File: src/rtl/lsu_pkg.sv
`default_nettype none
// +------------------------------------------------------------------+
// | lsu_pkg: access-size encodings, FSM states and lane helpers       |
// | Rev 1.0                                                            |
// +------------------------------------------------------------------+
package lsu_pkg;

   localparam logic [1:0] SZ_BYTE = 2'd0;
   localparam logic [1:0] SZ_HALF = 2'd1;
   localparam logic [1:0] SZ_WORD = 2'd2;

   typedef enum logic [1:0] {
      ST_IDLE  = 2'd0,
      ST_ISSUE = 2'd1,
      ST_WAIT  = 2'd2,
      ST_RESP  = 2'd3
   } state_t;

   function automatic logic [3:0] lane_mask(input logic [1:0] size, input logic [1:0] off);
      logic [3:0] m;
      case (size)
         SZ_BYTE: m = 4'b0001 << off;
         SZ_HALF: m = off[1] ? 4'b1100 : 4'b0011;
         SZ_WORD: m = 4'b1111;
         default: m = 4'b0000;
      endcase
      return m;
   endfunction

   function automatic logic misaligned(input logic [1:0] size, input logic [1:0] off);
      logic bad;
      case (size)
         SZ_HALF: bad = off[0];
         SZ_WORD: bad = (off != 2'b00);
         default: bad = 1'b0;
      endcase
      return bad;
   endfunction

endpackage
`default_nettype wire

File: src/rtl/lsu_load_align.sv
`default_nettype none
// +------------------------------------------------------------------+
// | lsu_load_align: extract the addressed lane(s) of a RAM word and   |
// | zero/sign-extend to 32 bits.  Rev 1.0                             |
// +------------------------------------------------------------------+
module lsu_load_align
   import lsu_pkg::*;
(
   input  logic [31:0] word,
   input  logic [1:0]  off,
   input  logic [1:0]  size,
   input  logic        sign_ext,
   output logic [31:0] result
);

   logic [31:0] w_shifted;

   // Half accesses are aligned, so a byte-granular shift serves both sizes.
   assign w_shifted = word >> {off, 3'b000};

   always_comb begin
      case (size)
         SZ_BYTE: result = {{24{sign_ext & w_shifted[7]}}, w_shifted[7:0]};
         SZ_HALF: result = {{16{sign_ext & w_shifted[15]}}, w_shifted[15:0]};
         default: result = word;
      endcase
   end

endmodule
`default_nettype wire

File: src/rtl/lsu_bram_master.sv
`default_nettype none
// +------------------------------------------------------------------+
// | lsu_bram_master: single-outstanding load/store initiator for a    |
// | single-port block RAM. Optional counters: LSU_ACCESS_CNT_EN.      |
// | Rev 1.0                                                            |
// +------------------------------------------------------------------+
module lsu_bram_master
   import lsu_pkg::*;
#(
   parameter int ADDR_W   = 10,
   parameter int READ_LAT = 1
) (
   input  logic              clk,
   input  logic              rst,
   input  logic              req_valid,
   output logic              req_ready,
   input  logic              req_we,
   input  logic [1:0]        req_size,
   input  logic              req_signed,
   input  logic [31:0]       req_addr,
   input  logic [31:0]       req_wdata,
   output logic              resp_valid,
   output logic              resp_err,
   output logic [31:0]       resp_rdata,
   output logic              mem_en,
   output logic [3:0]        mem_we,
   output logic [ADDR_W-1:0] mem_addr,
   output logic [31:0]       mem_din,
   input  logic [31:0]       mem_dout
`ifdef LSU_ACCESS_CNT_EN
   ,
   output logic [31:0]       load_cnt,
   output logic [31:0]       store_cnt,
   output logic [15:0]       err_cnt
`endif
);

   localparam logic [1:0] C_WAIT_LAST = 2'(READ_LAT - 1);

   state_t              state_q, state_d;
   logic                req_ready_q, req_ready_d;
   logic                resp_valid_q, resp_valid_d;
   logic                resp_err_q, resp_err_d;
   logic [31:0]         resp_rdata_q, resp_rdata_d;
   logic                mem_en_q, mem_en_d;
   logic [3:0]          mem_we_q, mem_we_d;
   logic [ADDR_W-1:0]   mem_addr_q, mem_addr_d;
   logic [31:0]         mem_din_q, mem_din_d;
   logic                we_q, we_d;
   logic                signed_q, signed_d;
   logic [1:0]          size_q, size_d;
   logic [1:0]          off_q, off_d;
   logic [1:0]          wait_cnt_q, wait_cnt_d;

   logic                w_accept;
   logic                w_req_err;
   logic [31:0]         w_store_data;
   logic [31:0]         w_load_data;

   assign w_accept  = req_valid && req_ready_q;
   assign w_req_err = (req_size == 2'd3) || misaligned(req_size, req_addr[1:0])
                    || (|(req_addr >> (ADDR_W + 2)));

   always_comb begin
      case (req_size)
         SZ_BYTE: w_store_data = {4{req_wdata[7:0]}};
         SZ_HALF: w_store_data = {2{req_wdata[15:0]}};
         default: w_store_data = req_wdata;
      endcase
   end

   lsu_load_align u_align (
      .word     (mem_dout),
      .off      (off_q),
      .size     (size_q),
      .sign_ext (signed_q),
      .result   (w_load_data)
   );

   // All outputs are computed one cycle ahead so they leave the block registered.
   always_comb begin
      state_d      = state_q;
      req_ready_d  = 1'b0;
      resp_valid_d = 1'b0;
      resp_err_d   = 1'b0;
      resp_rdata_d = '0;
      mem_en_d     = 1'b0;
      mem_we_d     = '0;
      mem_addr_d   = '0;
      mem_din_d    = '0;
      we_d         = we_q;
      signed_d     = signed_q;
      size_d       = size_q;
      off_d        = off_q;
      wait_cnt_d   = wait_cnt_q;
      case (state_q)
         ST_IDLE: begin
            req_ready_d = 1'b1;
            if (w_accept) begin
               req_ready_d = 1'b0;
               we_d        = req_we;
               signed_d    = req_signed;
               size_d      = req_size;
               off_d       = req_addr[1:0];
               if (w_req_err) begin
                  state_d      = ST_RESP;
                  resp_valid_d = 1'b1;
                  resp_err_d   = 1'b1;
               end else begin
                  state_d    = ST_ISSUE;
                  mem_en_d   = 1'b1;
                  mem_addr_d = req_addr[ADDR_W+1:2];
                  if (req_we) begin
                     mem_we_d  = lane_mask(req_size, req_addr[1:0]);
                     mem_din_d = w_store_data;
                  end
               end
            end
         end
         ST_ISSUE: begin
            if (we_q) begin
               state_d      = ST_RESP;
               resp_valid_d = 1'b1;
            end else begin
               state_d    = ST_WAIT;
               wait_cnt_d = C_WAIT_LAST;
            end
         end
         ST_WAIT: begin
            if (wait_cnt_q == 2'd0) begin
               state_d      = ST_RESP;
               resp_valid_d = 1'b1;
               resp_rdata_d = w_load_data;
            end else begin
               wait_cnt_d = wait_cnt_q - 2'd1;
            end
         end
         default: begin
            state_d     = ST_IDLE;
            req_ready_d = 1'b1;
         end
      endcase
   end

   always_ff @(posedge clk or negedge rst) begin
      if (!rst) begin
         state_q      <= ST_IDLE;
         req_ready_q  <= 1'b1;
         resp_valid_q <= 1'b0;
         resp_err_q   <= 1'b0;
         resp_rdata_q <= '0;
         mem_en_q     <= 1'b0;
         mem_we_q     <= '0;
         mem_addr_q   <= '0;
         mem_din_q    <= '0;
         we_q         <= 1'b0;
         signed_q     <= 1'b0;
         size_q       <= SZ_BYTE;
         off_q        <= 2'b00;
         wait_cnt_q   <= 2'd0;
      end else begin
         state_q      <= state_d;
         req_ready_q  <= req_ready_d;
         resp_valid_q <= resp_valid_d;
         resp_err_q   <= resp_err_d;
         resp_rdata_q <= resp_rdata_d;
         mem_en_q     <= mem_en_d;
         mem_we_q     <= mem_we_d;
         mem_addr_q   <= mem_addr_d;
         mem_din_q    <= mem_din_d;
         we_q         <= we_d;
         signed_q     <= signed_d;
         size_q       <= size_d;
         off_q        <= off_d;
         wait_cnt_q   <= wait_cnt_d;
      end
   end

   assign req_ready  = req_ready_q;
   assign resp_valid = resp_valid_q;
   assign resp_err   = resp_err_q;
   assign resp_rdata = resp_rdata_q;
   assign mem_en     = mem_en_q;
   assign mem_we     = mem_we_q;
   assign mem_addr   = mem_addr_q;
   assign mem_din    = mem_din_q;

`ifdef LSU_ACCESS_CNT_EN
   logic [31:0] load_cnt_q, load_cnt_d;
   logic [31:0] store_cnt_q, store_cnt_d;
   logic [15:0] err_cnt_q, err_cnt_d;

   always_comb begin
      load_cnt_d  = load_cnt_q;
      store_cnt_d = store_cnt_q;
      err_cnt_d   = err_cnt_q;
      if (state_q == ST_RESP) begin
         if (resp_err_q)  err_cnt_d   = err_cnt_q + 16'd1;
         else if (we_q)   store_cnt_d = store_cnt_q + 32'd1;
         else             load_cnt_d  = load_cnt_q + 32'd1;
      end
   end

   always_ff @(posedge clk or negedge rst) begin
      if (!rst) begin
         load_cnt_q  <= '0;
         store_cnt_q <= '0;
         err_cnt_q   <= '0;
      end else begin
         load_cnt_q  <= load_cnt_d;
         store_cnt_q <= store_cnt_d;
         err_cnt_q   <= err_cnt_d;
      end
   end

   assign load_cnt  = load_cnt_q;
   assign store_cnt = store_cnt_q;
   assign err_cnt   = err_cnt_q;
`endif

endmodule
`default_nettype wire

File: config.mk
export PLATFORM = sky130hd
export DESIGN_NAME = lsu_bram_master
export DESIGN_NICKNAME = d
export VERILOG_FILES = /design/src/rtl/lsu_pkg.sv /design/src/rtl/lsu_load_align.sv /design/src/rtl/lsu_bram_master.sv
export SDC_FILE = /design/constraint.sdc
export NUM_CORES = 1
export LEC_CHECK = 0
export ABC_AREA = 1
export ABC_CLOCK_PERIOD_IN_PS = 1600
export CORE_MARGIN = 2
export CORE_UTILIZATION = 38
export CTS_BUF_LIST = sky130_fd_sc_hd__clkbuf_4 sky130_fd_sc_hd__clkbuf_8 sky130_fd_sc_hd__clkbuf_16
export CTS_CLUSTER_SIZE = 10
export DETAILED_ROUTE_END_ITERATION = 12
export PLACE_DENSITY_LB_ADDON = 0.12
export SYNTH_ARGS = -nofsm -noshare
export SYNTH_HDL_FRONTEND = slang
export SYNTH_SLANG_ARGS = --single-unit
File: constraint.sdc
create_clock -name clk -period 1.6 [get_ports clk]
set_clock_uncertainty 0.1 [all_clocks]
set_input_delay 0.24 -clock clk [delete_from_list [all_inputs] [get_ports clk]]
set_output_delay 0.24 -clock clk [all_outputs]
set_load 0.03 [all_outputs]
# Word level (Yosys, flattened, before mapping)
# Index checks and enable logic that the tools add are counted.
# classes
n_addsub	1
eq_ne	10
n_shift	2
mux	37
bitwise	2
n_reduce_logical	14
# ops
operator	count
$mux 32	6
$pmux 32 s2	2
$shr 32x5->16	1
$mux 10	3
$mux 4	5
$reduce_or 20->1	1
$pmux 4 s3	1
$mux 1	10
$mux 2	5
$logic_not 2->1	4
$ne 2x2->1 const B	4
$eq 2x1->1 const B	3
$eq 2x2->1 const B	3
$pmux 2 s3	1
$pmux 1 s2	2
$pmux 2 s2	1
$reduce_and 2->1	2
$reduce_bool 2->1	2
$shl 1x2->4 const A	1
$pmux 1 s3	1
$reduce_and 3->1	1
$and 1x1->1	2
$logic_or 1x1->1	2
$reduce_or 2->1	1
2 further kinds	2
# totals
reg_bits	92
in_bits	103
out_inout_bits	82
word_cells	80

# Depth between registers and ports, before layout
# depth
depth_word	7
depth_mapped	12
depth_no_buf	12

# By module
# Synthesis repeated with hierarchy kept, for this count alone.
# hier_totals
hier_cells	578
hier_area_um2	4614.4
# modules_own_cells
module	instances	cells_each	area_per_inst_um2	seq_area_each_um2
lsu_bram_master	1	405	3772.4	2303.5
lsu_load_align	1	173	842.1	0.0

# Worst setup path before layout
# OpenSTA, ideal clock, no wires.
# synth_path
path_kind	flip-flop to flip-flop
from	reg state_q[0]
to	reg mem_din_q[15], in the netlist mem_din[15]
setup_ns	0.072
t_arrival_ns	1.393
required_time_ns	1.428
setup_slack_ns	0.035
stages_incl_launch_ff	10
path_buffers	1
synth_period_minus_slack_ns	1.565
path_cell_list	dfrtp_1 -> inv_1 -> ha_1 -> inv_1 -> nor2_2 -> inv_1 -> nor2_2 -> inv_2 -> buf_6 -> nor2_1
# synth_between
elab_chain_len	2
# synth_lines
element	line_no	rtl
start: declaration	lsu_bram_master.sv:40	state_t state_q, state_d;
start signal: assignment	lsu_bram_master.sv:162	state_q <= state_d;
$logic_not 2->1	lsu_bram_master.sv:96	case (state_q)
$mux 32	lsu_bram_master.sv:96	
named net mem_din_d[15]	lsu_bram_master.sv:48	logic [31:0] mem_din_q, mem_din_d;
end signal: assignment	lsu_bram_master.sv:170	mem_din_q <= mem_din_d;
end: declaration	lsu_bram_master.sv:48	
# The timed path passes the listed nets, and every way through them passes these cells.
# A chain may end at the register's enable or synchronous reset.

# Worst setup path in the final report
# layout_path
from	reg state_q[0]
to	reg mem_we_q[3], in the netlist mem_we[3]
# layout_between
elab_chain_len	2
# layout_lines
element	line_no	rtl
$logic_not 2->1	lsu_bram_master.sv:96	
$mux 4	lsu_bram_master.sv:96	
named net mem_we_d[3]	lsu_bram_master.sv:46	logic [3:0] mem_we_q, mem_we_d;
end signal: assignment	lsu_bram_master.sv:168	mem_we_q <= mem_we_d;
end: declaration	lsu_bram_master.sv:46	
# The timed path passes the listed nets, and every way through them passes these cells.

==> flow_summary.ini <==
[clock_network]
cts_setup_buffers = 0
cts_tree = yes
numCtsBuffers = 9
cts_sinks = 92
clk_path_buf_depth = 2
clock_latency_ns = 0.36
cts_root_buffer = clkbuf_8
h-tree-depth = 3
cts.clk_slew.worst_paths_ns = 0.09

[synthesis]
yosys_register_bits = 92
synthCells = 508
ys_seq_area_share_pct = 54.0
synth_area_um2 = 4260
synth-xor-area-share_pct = 0
syn_avg_cell_area_um2 = 8.39
synth_top_cell_by_area = dfrtp_1
synth_edf_count = 0
netlist.area_leader.share_pct = 53.4
yosys.area_share.simple_pct = 23.8
synth_fa_ha_area_share_pct = 2.64
synth_compound_area_share_pct = 11.2
synth_top_family_by_area = simple AND/OR/NAND/NOR gates
ys_async_sr_fraction_pct = 100
syn_nets = 620
synth.distinct_cells = 25
ys.warnings.count = 0
synth.area.mux_share_pct = 0
synth_ff_type = dfrtp_1
ys_top_cells_by_area = dfrtp_1 (53%), nand2_1 (8.5%), nor2_1 (8.0%), o21ai_0 (5.0%), inv_1 (4.8%)

[sta]
relSlewSlack_pct = 67.8
max_freq_mhz = 657
tightest_slew_ns = 0.484
hold_viol = 0
fin_ws_ns = 0.0771
finalCritPeriodShare_pct = 95.2
slew_violations = 0
period_minus_slack_ns = 1.52
finalSetupViolCount = 0

[critical_path]
required_ns = 1.79
worstReg2RegStart = state_q[0]$_DFFE_PN0P_
crit_path_start = state_q[0]$_DFFE_PN0P_
crit_path_max_fanout = 7
start_kind = flop
crit_type = reg2reg
arrival_ns = 1.72
endpoint_kind = flop

[die]
die_area_um2 = 12100
die_h_um = 110
die_w_um = 110
io_pins = 185
rows = 38
start_util_pct = 39.2
coreArea_um2 = 10900

[min_path]
hold_path.class = in2reg
worstHoldStart = req_size[1]

[route]
first_iter_violations = 145
avgRoutedWirePerCell_um = 14.4
routed-via-count = 4140
dr.pass1.iters = 5
viasPerCell = 4.80
ant_nets = 0
route.detailed.drc = 0
drt_wl_total_um = 12400

[layout]
layout.nets = 830
post_layout_nonfiller_instances = 862
syn2layout_area_growth_pct = 57.1
layout_common_cells = clkdlybuf4s50_1 (99), nand2_1 (95), dfrtp_1 (91)
antenna_cells = 0
final_common_cell = clkdlybuf4s50_1
drive_above_1_share_pct = 13.0

[global_route]
grt_use_total_pct = 20.4
grt_pass1_vias = 4045
grt_first_pass_wirelength_um = 18700
grt_max_degree = 93
grt_overflow = 0
antenna_found_initial = 0

[pwr]
leakage_nw = 3.59
finalPower_mw = 8.61
peakVddDrop_mv = 0.698
power-per-cell-area_nw_per_um2 = 1290

[run_status]
status = finished clean

[placement]
hpwlAfterDp_um = 9190
gp_congestion = 0.871
place_ws_ns = -0.498
dp_cells = 843
numPortBuffers = 184

[flow_run]
cap_violations = 0
registers in the layout, indices dropped and copies added (netlist names):
signal	flops
wait_cnt_q	2
we_q	1
mem_addr	10
off_q	2
req_ready	1
mem_din	32
size_q	2
state_q	2
mem_we	4
resp_valid	1
resp_rdata	32
resp_err	1
mem_en	1
signed_q	1
where the power goes:
| part | leakage (nW) | switching [mW] | internal, mW | total [mW] |
|---|---|---|---|---|
| Combinational | 2.24 | 2.54 | 1.51 | 4.05 |
| Sequential | 1.25 | 0.175 | 2.78 | 2.96 |
| Clock | 0.0987 | 0.843 | 0.763 | 1.61 |
| Total | 3.59 | 3.55 | 5.05 | 8.61 |
worst max-delay path: stages, from the launching register on:
cell	delay, ns
dfrtp_1	0.40
inv_2	0.09
ha_4	0.15
inv_2	0.05
nor2_4	0.12
buf_6	0.12
nand3_4	0.12
clkbuf_16	0.21
nor2_2	0.08
per-layer routing:
layer  vias to the layer above  track usage [%]  share of wire [%]
li1                       2027                -                  -
met1                      1928             24.7                 40
met2                       169             33.7                 49
met5                         -                0                  0
met3                        16             5.99                9.4
met4                         0             8.95                2.0
logic make-up after synthesis:
logic type               Yosys count
AO/OA/AOI/OAI                     83
AND/OR/NAND/NOR                  239
adder cells (fa/ha/maj)            9
buffers and inverters             85
flip-flops                        92
cells in the mapped netlist (4+ instances only):
cell / count
nor2_1: 91
a21oi_1: 10
inv_2: 5
a31oi_1: 12
dfrtp_1: 91
o211ai_1: 9
nand3_1: 33
o31ai_1: 7
buf_2: 6
inv_1: 55
clkbuf_1: 12
ha_1: 9
nand2_1: 97
buf_4: 4
nor2_2: 13
o21ai_0: 43
cell type report:
cell class                      count  area [um2]
Clock buffer                       10         138
Multi-Input combinational cell    331        1660
Tap cell                          140         175
Timing Repair Buffer              223        2130
Inverter                           61         231
Sequential cell                    92        2300
Fill cell                         995        4190
Clock inverter                      5        60.1
path summary, 6_finish.rpt:
path	end	slack, ns	depth (start not counted)
min in group asynchronous	resp_rdata[10]$_DFF_PN0_	0.36	3
min reg2reg	we_q$_DFFE_PN0P_	0.39	2
max in group asynchronous	mem_din[0]$_DFF_PN0_	0.68	3
max	mem_we[3]$_DFF_PN0_	0.08	8
max reg2reg	mem_we[3]$_DFF_PN0_	0.08	8
min	size_q[1]$_DFFE_PN0P_	0.17	4
stage by stage:
step	hold slack (ns)	setup TNS [ns]	utilization (%)	cell area [um2]
floorplan	-0.156	0	-	4260
global placement	0.217	-21.36	59.3	6460
detailed placement	0.219	-24.94	59.3	6460
CTS	0.264	0	60.4	6580
global route	0.223	-0.00147	61.5	6700
finish	0.173	0	61.5	6700
repair_timing:
item	in CTS	in global routing
hold endpoints to repair	91	0
cloned	0	3
hold buffers	1	0
pin swaps	2	2
setup endpoints to repair	128	70
resized for setup	88	19
Power figures use the tool's default switching activity.
